$ cat src/rtl/rf_sb.sv
// Register file with two write ports, a pending-load scoreboard and
// optional write-through bypass on both combinational read ports.
module rf_sb #(
    parameter int RW        = 16,
    parameter int REGNO     = 8,
    parameter int REGNO_LOG = 3,
    parameter bit ZERO_R0   = 1'b0,
    parameter bit BYPASS    = 1'b1
) (
    input  logic                 i_clk,
    input  logic                 i_rst_n,
    input  logic                 i_wa_en,
    input  logic [REGNO_LOG-1:0] i_wa_sel,
    input  logic [RW-1:0]        i_wa_d,
    input  logic                 i_wb_en,
    input  logic [REGNO_LOG-1:0] i_wb_sel,
    input  logic [RW-1:0]        i_wb_d,
    input  logic                 i_iss_en,
    input  logic [REGNO_LOG-1:0] i_iss_sel,
    input  logic [REGNO_LOG-1:0] i_lout_sel,
    input  logic [REGNO_LOG-1:0] i_rout_sel,
    output logic [RW-1:0]        o_lout,
    output logic [RW-1:0]        o_rout,
    output logic                 o_lbusy,
    output logic                 o_rbusy,
    output logic [REGNO-1:0]     o_busy,
    output logic                 o_err
);

    logic [RW-1:0]        r_mem [REGNO];
    logic [REGNO-1:0]     r_busy;
    logic                 r_err;

    logic                 w_wa_ok;
    logic                 w_wb_ok;
    logic                 w_iss_ok;
    logic                 w_coll;
    logic                 w_wa_haz;
    logic                 w_fwd_a;
    logic                 w_fwd_b;
    logic [REGNO_LOG-1:0] w_rsel [2];
    logic [RW-1:0]        w_rdat [2];
    logic [1:0]           w_rbusy;

    // r0 traffic is dropped entirely when r0 is hardwired to zero
    assign w_wa_ok  = i_wa_en  && !(ZERO_R0 && i_wa_sel  == '0);
    assign w_wb_ok  = i_wb_en  && !(ZERO_R0 && i_wb_sel  == '0);
    assign w_iss_ok = i_iss_en && !(ZERO_R0 && i_iss_sel == '0);

    assign w_coll   = w_wa_ok && w_wb_ok && (i_wa_sel == i_wb_sel);
    assign w_wa_haz = w_wa_ok && r_busy[i_wa_sel];

    // Forwarding is masked in reset so every read returns zero
    assign w_fwd_a  = BYPASS && i_rst_n && w_wa_ok;
    assign w_fwd_b  = BYPASS && i_rst_n && w_wb_ok;

    always_ff @(posedge i_clk or negedge i_rst_n) begin
        if (!i_rst_n) begin
            for (int i = 0; i < REGNO; i++) begin
                r_mem[i] <= '0;
            end
        end else begin
            if (w_wa_ok) r_mem[i_wa_sel] <= i_wa_d;
            if (w_wb_ok) r_mem[i_wb_sel] <= i_wb_d;
        end
    end

    always_ff @(posedge i_clk or negedge i_rst_n) begin
        if (!i_rst_n) begin
            r_busy <= '0;
            r_err  <= 1'b0;
        end else begin
            if (w_wb_ok)  r_busy[i_wb_sel]  <= 1'b0;
            if (w_iss_ok) r_busy[i_iss_sel] <= 1'b1;
            if (w_coll || w_wa_haz) r_err <= 1'b1;
        end
    end

    assign w_rsel[0] = i_lout_sel;
    assign w_rsel[1] = i_rout_sel;

    // Read ports follow the write priority: port B over port A over stored
    always_comb begin
        for (int p = 0; p < 2; p++) begin
            w_rdat[p]  = r_mem[w_rsel[p]];
            w_rbusy[p] = r_busy[w_rsel[p]];
            if (w_fwd_b && i_wb_sel == w_rsel[p]) begin
                w_rdat[p]  = i_wb_d;
                w_rbusy[p] = 1'b0;
            end else if (w_fwd_a && i_wa_sel == w_rsel[p]) begin
                w_rdat[p]  = i_wa_d;
            end
            if (ZERO_R0 && w_rsel[p] == '0) w_rdat[p] = '0;
        end
    end

    assign o_lout  = w_rdat[0];
    assign o_rout  = w_rdat[1];
    assign o_lbusy = w_rbusy[0];
    assign o_rbusy = w_rbusy[1];
    assign o_busy  = r_busy;
    assign o_err   = r_err;

endmodule

$ cat config.mk
export PLATFORM = sky130hd
export DESIGN_NAME = rf_sb
export DESIGN_NICKNAME = d
export VERILOG_FILES = /design/src/rtl/rf_sb.sv
export SDC_FILE = /design/constraint.sdc
export NUM_CORES = 1
export LEC_CHECK = 0
export BUFFER_PORTS_ARGS = -buffer_cell sky130_fd_sc_hd__buf_4
export CAP_MARGIN = 20
export CORE_MARGIN = 8
export CORE_UTILIZATION = 29
export CTS_CLUSTER_SIZE = 14
export DETAILED_ROUTE_END_ITERATION = 12
export MAX_ROUTING_LAYER = met4
export PLACE_DENSITY = 0.54
export RECOVER_POWER = 50
export SLEW_MARGIN = 30
export SYNTH_ARGS = -nofsm -noshare
export SYNTH_HDL_FRONTEND = slang
export SYNTH_SLANG_ARGS = --single-unit
$ cat constraint.sdc
create_clock -name i_clk -period 1.93 [get_ports i_clk]
set_clock_uncertainty 0.05 [all_clocks]
set_input_delay 0 -clock i_clk [delete_from_list [all_inputs] [get_ports i_clk]]
set_output_delay 0 -clock i_clk [all_outputs]
set_load 0.03 [all_outputs]
* Yosys cells after proc, flatten, opt, wreduce, memory -nomap -nowiden
Cells that the tools add are included.
Cells by class: add/sub/neg operators 0, multipliers 0, divide/modulo/power cells 0, order comparisons 13, equal/unequal tests 5, shift-type cells 0, mux-type cells 32, bitwise logic cells 7, reduce and logical (&&, ||, !) cells 14
Operators by type and width (number):
- $bwmux W128 | 2
- $mux W128 | 2
- $mux W16 | 10
- $bmux W16 S3 | 2
- $demux W16 S3 | 2
- $lt A3 B4 Y1 const B | 5
- $ge A4 B4 Y1 const B | 4
- $mux W8 | 2
- $not A3 Y4 | 4
- $eq A3 B3 Y1 | 5
- $logic_and A1 B1 Y1 | 13
- $bmux W1 S3 | 3
- $and A8 B8 Y8 | 1
- $lt A4 B1 Y1 const B | 2
- $not A8 Y8 | 1
- $or A8 B8 Y8 | 1
- $mux W1 | 7
- $demux W1 S3 | 2
- $ge A3 B1 Y1 const B | 2
- $logic_or A1 B1 Y1 | 1
Word-level totals: flip-flop bits (word level) 137, bits in latches 0, RAM bits 0, bits in read-only memories 0, output and inout bits 43, logic and storage cells 81, memories 0

* Logic depth before layout (Yosys ltp)
Gate-level depths: netlist (run 1).
depth in word-level cells 9, gate-level depth with buffers 7, mapped depth without buffers 4

* Least setup slack after synthesis (run 1)
No wires, ideal clock.
path kind input to output, from in i_rout_sel[2], to out o_rout[12], data arrival time 1694 ps, required time 1880 ps, setup slack 186 ps, cell stages on the path 5, path buffers 1, path through buf_2 -> xor2_1 -> nor4_4 -> mux2i_1 -> o21ai_0
Between the ends: word-level cells in the longest chain between the ends 6
RTL lines:
- from (decl) | line 21 | input logic [REGNO_LOG-1:0] i_rout_sel,
- $not A3 Y4 (not written as such) | line 85 | w_rdat[p] = r_mem[w_rsel[p]];
- $bmux W16 S3 | line 85
- $mux W16 (not written as such) (2 in series) | line 85
- $mux W16 | line 90 | end else if (w_fwd_a && i_wa_sel == w_rsel[p]) begin
- $mux W16 (*) | line 87 | if (w_fwd_b && i_wb_sel == w_rsel[p]) begin
- to (decl) | line 23 | output logic [RW-1:0] o_rout,
Every way passes the cells marked *; elsewhere a longest branch is shown, timed or not. The select of a mux whose other input is x is not followed.

* Worst setup path in the final report (run 1)
from reg r_mem[39] in the netlist's numbering, to out o_lout[7]
Between the ends: word-level cells in the longest chain between the ends 5
RTL lines:
- from (decl) | line 30 | logic [RW-1:0] r_mem [REGNO];
- from (signal, indexed assignment) | line 63 | if (w_wa_ok) r_mem[i_wa_sel] <= i_wa_d;
- from (signal, indexed assignment) | line 64 | if (w_wb_ok) r_mem[i_wb_sel] <= i_wb_d;
- $bmux W16 S3 | line 85
- $mux W16 (not written as such) (2 in series) | line 85
- $mux W16 | line 90
- $mux W16 | line 87
- to (decl) | line 22 | output logic [RW-1:0] o_lout,
No other way between the ends. The select of a mux whose other input is x is not followed.

==> results of run 1 <==
layout make-up:
class / instances / area (um^2) / share of cell area
inverter: 4 / 15.0 / 0.00123
sequential: 137 / 3430 / 0.281
multi-input combinational: 651 / 5700 / 0.467
tap: 442 / 553 / 0.0453
clock inverter: 11 / 171 / 0.0140
timing repair buffer: 213 / 1890 / 0.155
clock buffer: 20 / 457 / 0.0374
worst paths after layout:
check                            startpoint   endpoint  cells past startpoint
worst min-delay path            i_wa_sel[2]      o_err                      3
max in group asynchronous           i_rst_n  r_mem[85]                      3
worst min register to register        o_err      o_err                      2
worst max-delay path              r_mem[39]  o_lout[7]                      5
worst max register to register    r_mem[52]  r_mem[52]                      3
min in group asynchronous           i_rst_n  o_busy[6]                      3
where the power goes:
| group | leakage [nW] | internal [mW] | switching (mW) | total (mW) |
|---|---|---|---|---|
| Sequential | 1.61 | 3.50 | 0.517 | 4.02 |
| Combinational | 3.18 | 2.17 | 1.98 | 4.15 |
| Clock | 0.302 | 2.23 | 1.30 | 3.53 |
flip-flops by register name, summed over array words and instances, names as in the netlist:
| signal | flops |
|---|---|
| o_busy | 8 |
| o_err | 1 |
| r_mem | 128 |
stage by stage:
stage / power, mW / cell area [um^2] / utilization / std cells
2_1_floorplan: 6.40 / 9450 / - / 898
3_3_place_gp: 7.59 / 10700 / 0.332 / 1373
3_5_place_dp: 7.65 / 10700 / 0.332 / 1373
4_1_cts: 11.6 / 12100 / 0.376 / 1468
5_1_grt: 12.2 / 12200 / 0.378 / 1478
6_report: 11.7 / 12200 / 0.378 / 1478
per-layer routing:
metal / GRT usage / vias to the layer above / wire length, um
met1: 0.244 / 3810 / 15200
li1: - / 3498 / -
met5: - / - / 0
met2: 0.249 / 286 / 14300
met3: 0.0358 / 41 / 2250
met4: 0.0387 / 0 / 507
cells by family after synthesis:
logic type | Yosys count | synth area share
simple gates | 203 | 0.0948
buf+inv | 110 | 0.0577
xor+xnor | 15 | 0.0147
mux | 264 | 0.376
compound gates | 169 | 0.0937
flops | 137 | 0.363
placed cells by master, fill, tap and decap left out, drive strengths merged:
cell,count
mux2i,162
buf,142
dfrtp,137
nand2,106
o21ai,100
mux4,70
nor2,67
a21oi,64
dlygate4sd3,59
mux2,32
clkbuf,32
xor2,14
nand2b,5
clkinv,5
nand3,4
nand4b,4
inv,4
bufinv,4
nor4,4
nor3,4
nor3b,3
nor2b,2
o22ai,2
o32ai,2
nand4,2
clkinvlp,2
and2,1
xnor2,1
a41oi,1
nand3b,1
critical path: stages (launching register included):
cell and delay [ps]:
sky130_fd_sc_hd__dfrtp_1 400, sky130_fd_sc_hd__mux4_2 480, sky130_fd_sc_hd__mux2_2 290, sky130_fd_sc_hd__mux2i_2 210
sky130_fd_sc_hd__o21ai_1 90, sky130_fd_sc_hd__buf_4 170
what timing repair did:
action                                  in CTS  in global routing
hold buffers                                59                  0
endpoints found under the setup margin      32                 32
resized for setup                           49                 16
endpoints found under the hold margin      274                  0
pin swaps                                    5                  9
buffers inserted                             5                 10
==> impl_metrics.yaml, run 1 <==
clocking:
  clock_latency_ps: 420
  cts_max_level: 4
  worst_setup_hold_path_clk_slew_ps: 70
  clkSinkCount: 137
  clockBufferDepth: 2
  clock_buffer_count_from_cts: 17
  clock_tree_from_tritoncts: "yes"
  cts-root-buf: "sky130_fd_sc_hd__clkbuf_16"
timing:
  final-setup-viol-count: 40
  max_freq_mhz: 474
  final.setup.worst_slack_ps: -181
  finalHoldViolations: 1
  rsz0062_at_grt: "yes"
  drv_slew: 0
  hold_ws_ps: -7.74
  layout_min_cycle_time_ps: 2110
  tightest_slew_ps: 1260
  max_slew_margin: 0.159
  final_sum_of_negative_setup_slack_ps: -3990
  period_utilisation_layout: 1.09
die:
  initial_core_util: 0.293
  fp.dieH_um: 197
  floorplan.rows: 66
  ios: 95
  die_extent_in_x_um: 197
  coreArea_um2: 32300
  die_area_um2: 38600
global_route:
  first_pass_grt_wire_length_mm: 48.9
  pin_count_of_the_biggest_net_entering_global_routing: 73
  overflow: 0
  first_global_vias: 7582
  global_route.usage.total: 0.172
  antenna_violations_before_repair: 0
logic_synthesis:
  library_cells_used_by_synthesis: 37
  yosysWarningCount: 0
  synth_enable_flop_cells: 0
  synth.largest_area_cell: "sky130_fd_sc_hd__dfrtp_1"
  synth.avg_cell_area_um2: 10.5
  ys_dominant_reg_cell: "sky130_fd_sc_hd__dfrtp_1"
  synth_top_area_share: 0.363
  syn_nets: 950
  synth.top_cells.by_area: "sky130_fd_sc_hd__dfrtp_1 36%, sky130_fd_sc_hd__mux2i_1 17%, sky130_fd_sc_hd__mux4_2 17%"
  synth_sequential_area_ratio: 0.363
  list_of_most_frequent_post_synthesis_cells: "162 x sky130_fd_sc_hd__mux2i_1, 137 x sky130_fd_sc_hd__dfrtp_1, 106 x sky130_fd_sc_hd__nand2_1, 77 x sky130_fd_sc_hd__o21ai_0, 70 x sky130_fd_sc_hd__mux4_2"
  syn-instance-count: 898
  ys_seq_elements: 137
  post_synth_instance_area_um2: 9450
  async_reset_ff_frac: 1.00
  yosysMostFrequentCell: "sky130_fd_sc_hd__mux2i_1"
run:
  maxCapViolations: 0
worst_setup_path:
  required_ps: 1880
  path_class: "reg -> out"
  timing.critical_path.to_type: "output port"
  critical_path_fanout_max: 3
  worst_setup_path_start_kind: "flip-flop"
  reg2reg_setup_slack_ps: 540
  arrival_time_reported_for_the_critical_path_endpoint_ps: 2060
status:
  outcome: "finished, violations left"
  violations: "negative hold slack, negative setup slack"
detailed_routing:
  antenna_viol_nets_final: 0
  vias_per_cell: 5.17
  detailroute.via_count: 7635
  drt_pre_antenna_iters: 5
  drc: 0
  routed_wire_length_per_instance_um: 21.8
  detail_route.iter0.violations: 707
  drt-total-wl_mm: 32.2
power_and_ir_drop:
  power_density_nw_per_um2: 958
  max-vdd-ir-drop_mv: 0.654
  total_leakage_power_nw: 5.09
finish:
  nets: 1076
  layout-drive-gt1-share: 0.305
  areaGrowthSynthToFinish_pct: 29.2
  nFillCells: 3153
  antenna-diode-count: 0
worst_hold_path:
  hold_class: "in -> reg"
place:
  preCtsSetupSlack_ps: 49.6
  gp_congestion: 0.808
  dp.final_hpwl_mm: 20.5
  portBuffers: 94
(Power assumes the default switching activity.)
==> run 2: changes to the inputs <==
--- a/config.mk
+++ b/config.mk
@@ -12,7 +12,7 @@
 export CTS_CLUSTER_SIZE = 14
 export DETAILED_ROUTE_END_ITERATION = 12
 export MAX_ROUTING_LAYER = met4
-export PLACE_DENSITY = 0.54
+export PLACE_DENSITY = 0.57
 export RECOVER_POWER = 50
 export SLEW_MARGIN = 30
 export SYNTH_ARGS = -nofsm -noshare
==> run 2 against run 1 <==
- the run ends with negative setup slack left
- maximum frequency is 0.66% higher
- clock-buffer cell count unchanged
- sequential cell count did not move
- utilization grew 0.19 points
- total power rose by 1.4%
- register-to-register slack worse by 410 ps
- first-iteration DRC count is 2.4% higher
- non-clock buffer count fell by 1
- design area is 0.51% higher
- combinational power up 2%
- worst setup slack better by 14 ps
- critical path type unchanged
- critical endpoint is now o_lout[6]
- largest cell class unchanged
==> impl_metrics.yaml, run 2 (synthesized netlist as in run 1, its figures left out) <==
power_and_ir_drop:
  power.combinational.fraction: 0.358
  power.share.clock: 0.302
  power_density_nw_per_um2: 966
  design_power_total_mw: 11.9
  switching_share: 0.326
  max-vdd-ir-drop_mv: 0.624
  total_leakage_power_nw: 5.09
  seq_power_share: 0.340
  power.net_switching_mw: 3.87
  internal_power_consumption_mw: 7.99
timing:
  tightest_slew_ps: 904
  period_utilisation_layout: 1.09
  rsz0062_at_grt: "yes"
  final-setup-viol-count: 45
  drv_slew: 0
  layout_min_cycle_time_ps: 2100
  final.setup.worst_slack_ps: -167
  hold_ws_ps: 25.0
  max_slew_margin: 0.397
  final_sum_of_negative_setup_slack_ps: -4240
  max_freq_mhz: 477
  finalHoldViolations: 0
global_route:
  first_global_vias: 7785
  global_route.usage.total: 0.174
  overflow: 0
  antenna_violations_before_repair: 0
  pin_count_of_the_biggest_net_entering_global_routing: 64
  first_pass_grt_wire_length_mm: 49.5
detailed_routing:
  drt_pre_antenna_iters: 4
  vias_per_cell: 5.20
  detailroute.via_count: 7676
  routed_wire_length_per_instance_um: 22.0
  drt-total-wl_mm: 32.5
  antenna_viol_nets_final: 0
  drc: 0
  detail_route.iter0.violations: 724
worst_setup_path:
  path_class: "reg -> out"
  timing.critical_path.to_type: "output port"
  required_ps: 1880
  worst_setup_path_start_kind: "flip-flop"
  critical_path_fanout_max: 3
  arrival_time_reported_for_the_critical_path_endpoint_ps: 2050
clocking:
  cts-root-buf: "sky130_fd_sc_hd__clkbuf_16"
  clockBufferDepth: 2
  clock_latency_ps: 430
  worst_setup_hold_path_clk_slew_ps: 70
  clock_buffer_count_from_cts: 17
  cts_max_level: 4
  clkSinkCount: 137
  clock_tree_from_tritoncts: "yes"
status:
  violations: "negative setup slack"
  outcome: "finished, violations left"
finish:
  largest_register_ff_count: 128
  layout-drive-gt1-share: 0.310
  finalNonFillerCells: 1477
  most_used_cells_in_the_layout_excluding_fill_and_tap_cells: "146 x sky130_fd_sc_hd__mux2i_1, 137 x sky130_fd_sc_hd__dfrtp_1, 106 x sky130_fd_sc_hd__nand2_1"
  areaGrowthSynthToFinish_pct: 29.9
  finalCoreUtilization: 0.380
  mostFrequentLayoutCell: "sky130_fd_sc_hd__mux2i_1"
  registers.top_by_ff_count: "r_mem"
  design_area_um2: 12300
  antenna-diode-count: 0
  nets: 1075
place:
  preCtsSetupSlack_ps: 49.4
  dp.final_hpwl_mm: 20.2
  portBuffers: 94
  placedCellCount: 1370
  gp_congestion: 0.789
  dpl-instance-area_um2: 10700
die:
  die_area_um2: 38600
  die_extent_in_x_um: 197
  initial_core_util: 0.293
  ios: 95
  coreArea_um2: 32300
  fp.dieH_um: 197
  floorplan.rows: 66
worst_hold_path:
  hold_class: "in -> reg"
run:
  maxCapViolations: 0
-- run 2: cell types whose count changed in the layout (fill, tap and decap cells not counted), sizes merged --
cell,before,now
buf,142,132
clkbuf,32,40
clkinv,5,2
clkinvlp,2,4
dlygate4sd3,59,60
inv,4,5
-- run 2: final cells by class --
type	instances	area, um^2
repair buffers	212	1890
inverters	4	15.0
flip-flops and latches	137	3430
fillers	3172	20000
multi-input cells	651	5750
clock inverters	11	169
well taps	442	553
clock buffers	20	467
-- run 2: what timing repair did --
item	CTS	global route
hold endpoints to repair	211	0
pin swaps	9	17
hold buffers	60	0
setup buffers	4	14
resized for setup	47	38
setup endpoints to repair	32	33
-- run 2: worst max-delay path, stage by stage, from the launching register on --
cell                      delay [ps]
sky130_fd_sc_hd__dfrtp_1         390
sky130_fd_sc_hd__mux4_2          470
sky130_fd_sc_hd__mux2_4          280
sky130_fd_sc_hd__mux2i_2         180
sky130_fd_sc_hd__o21ai_2         130
sky130_fd_sc_hd__buf_6           160
-- run 2: final timing paths --
kind | cells past startpoint | startpoint | endpoint | slack, ps
max | 5 | r_mem[38] | o_lout[6] | -170
min | 4 | i_wb_sel[1] | o_err | 30
max reg2reg | 4 | o_busy[7] | o_err | 130
min reg2reg | 2 | o_err | o_err | 450
max in group asynchronous | 4 | i_rst_n | r_mem[57] | 190
min in group asynchronous | 3 | i_rst_n | o_err | 310
-- run 2: power groups by stage --
stage,Sequential [mW],Combinational [mW],Clock (mW)
after global placement,4.03,3.57,0
after detailed placement,4.06,3.63,0
after global routing,4.10,4.55,3.76
final,4.03,4.25,3.58
after CTS,4.02,4.02,3.63
after floorplan,3.93,2.47,0
-- run 2: routing by layer --
layer / GRT usage / part of all wire / up-vias
met5: - / 0 / -
met4: 0.0466 / 0.013 / 0
met3: 0.0339 / 0.058 / 33
met2: 0.264 / 0.47 / 262
met1: 0.235 / 0.46 / 3885
li1: - / - / 3496
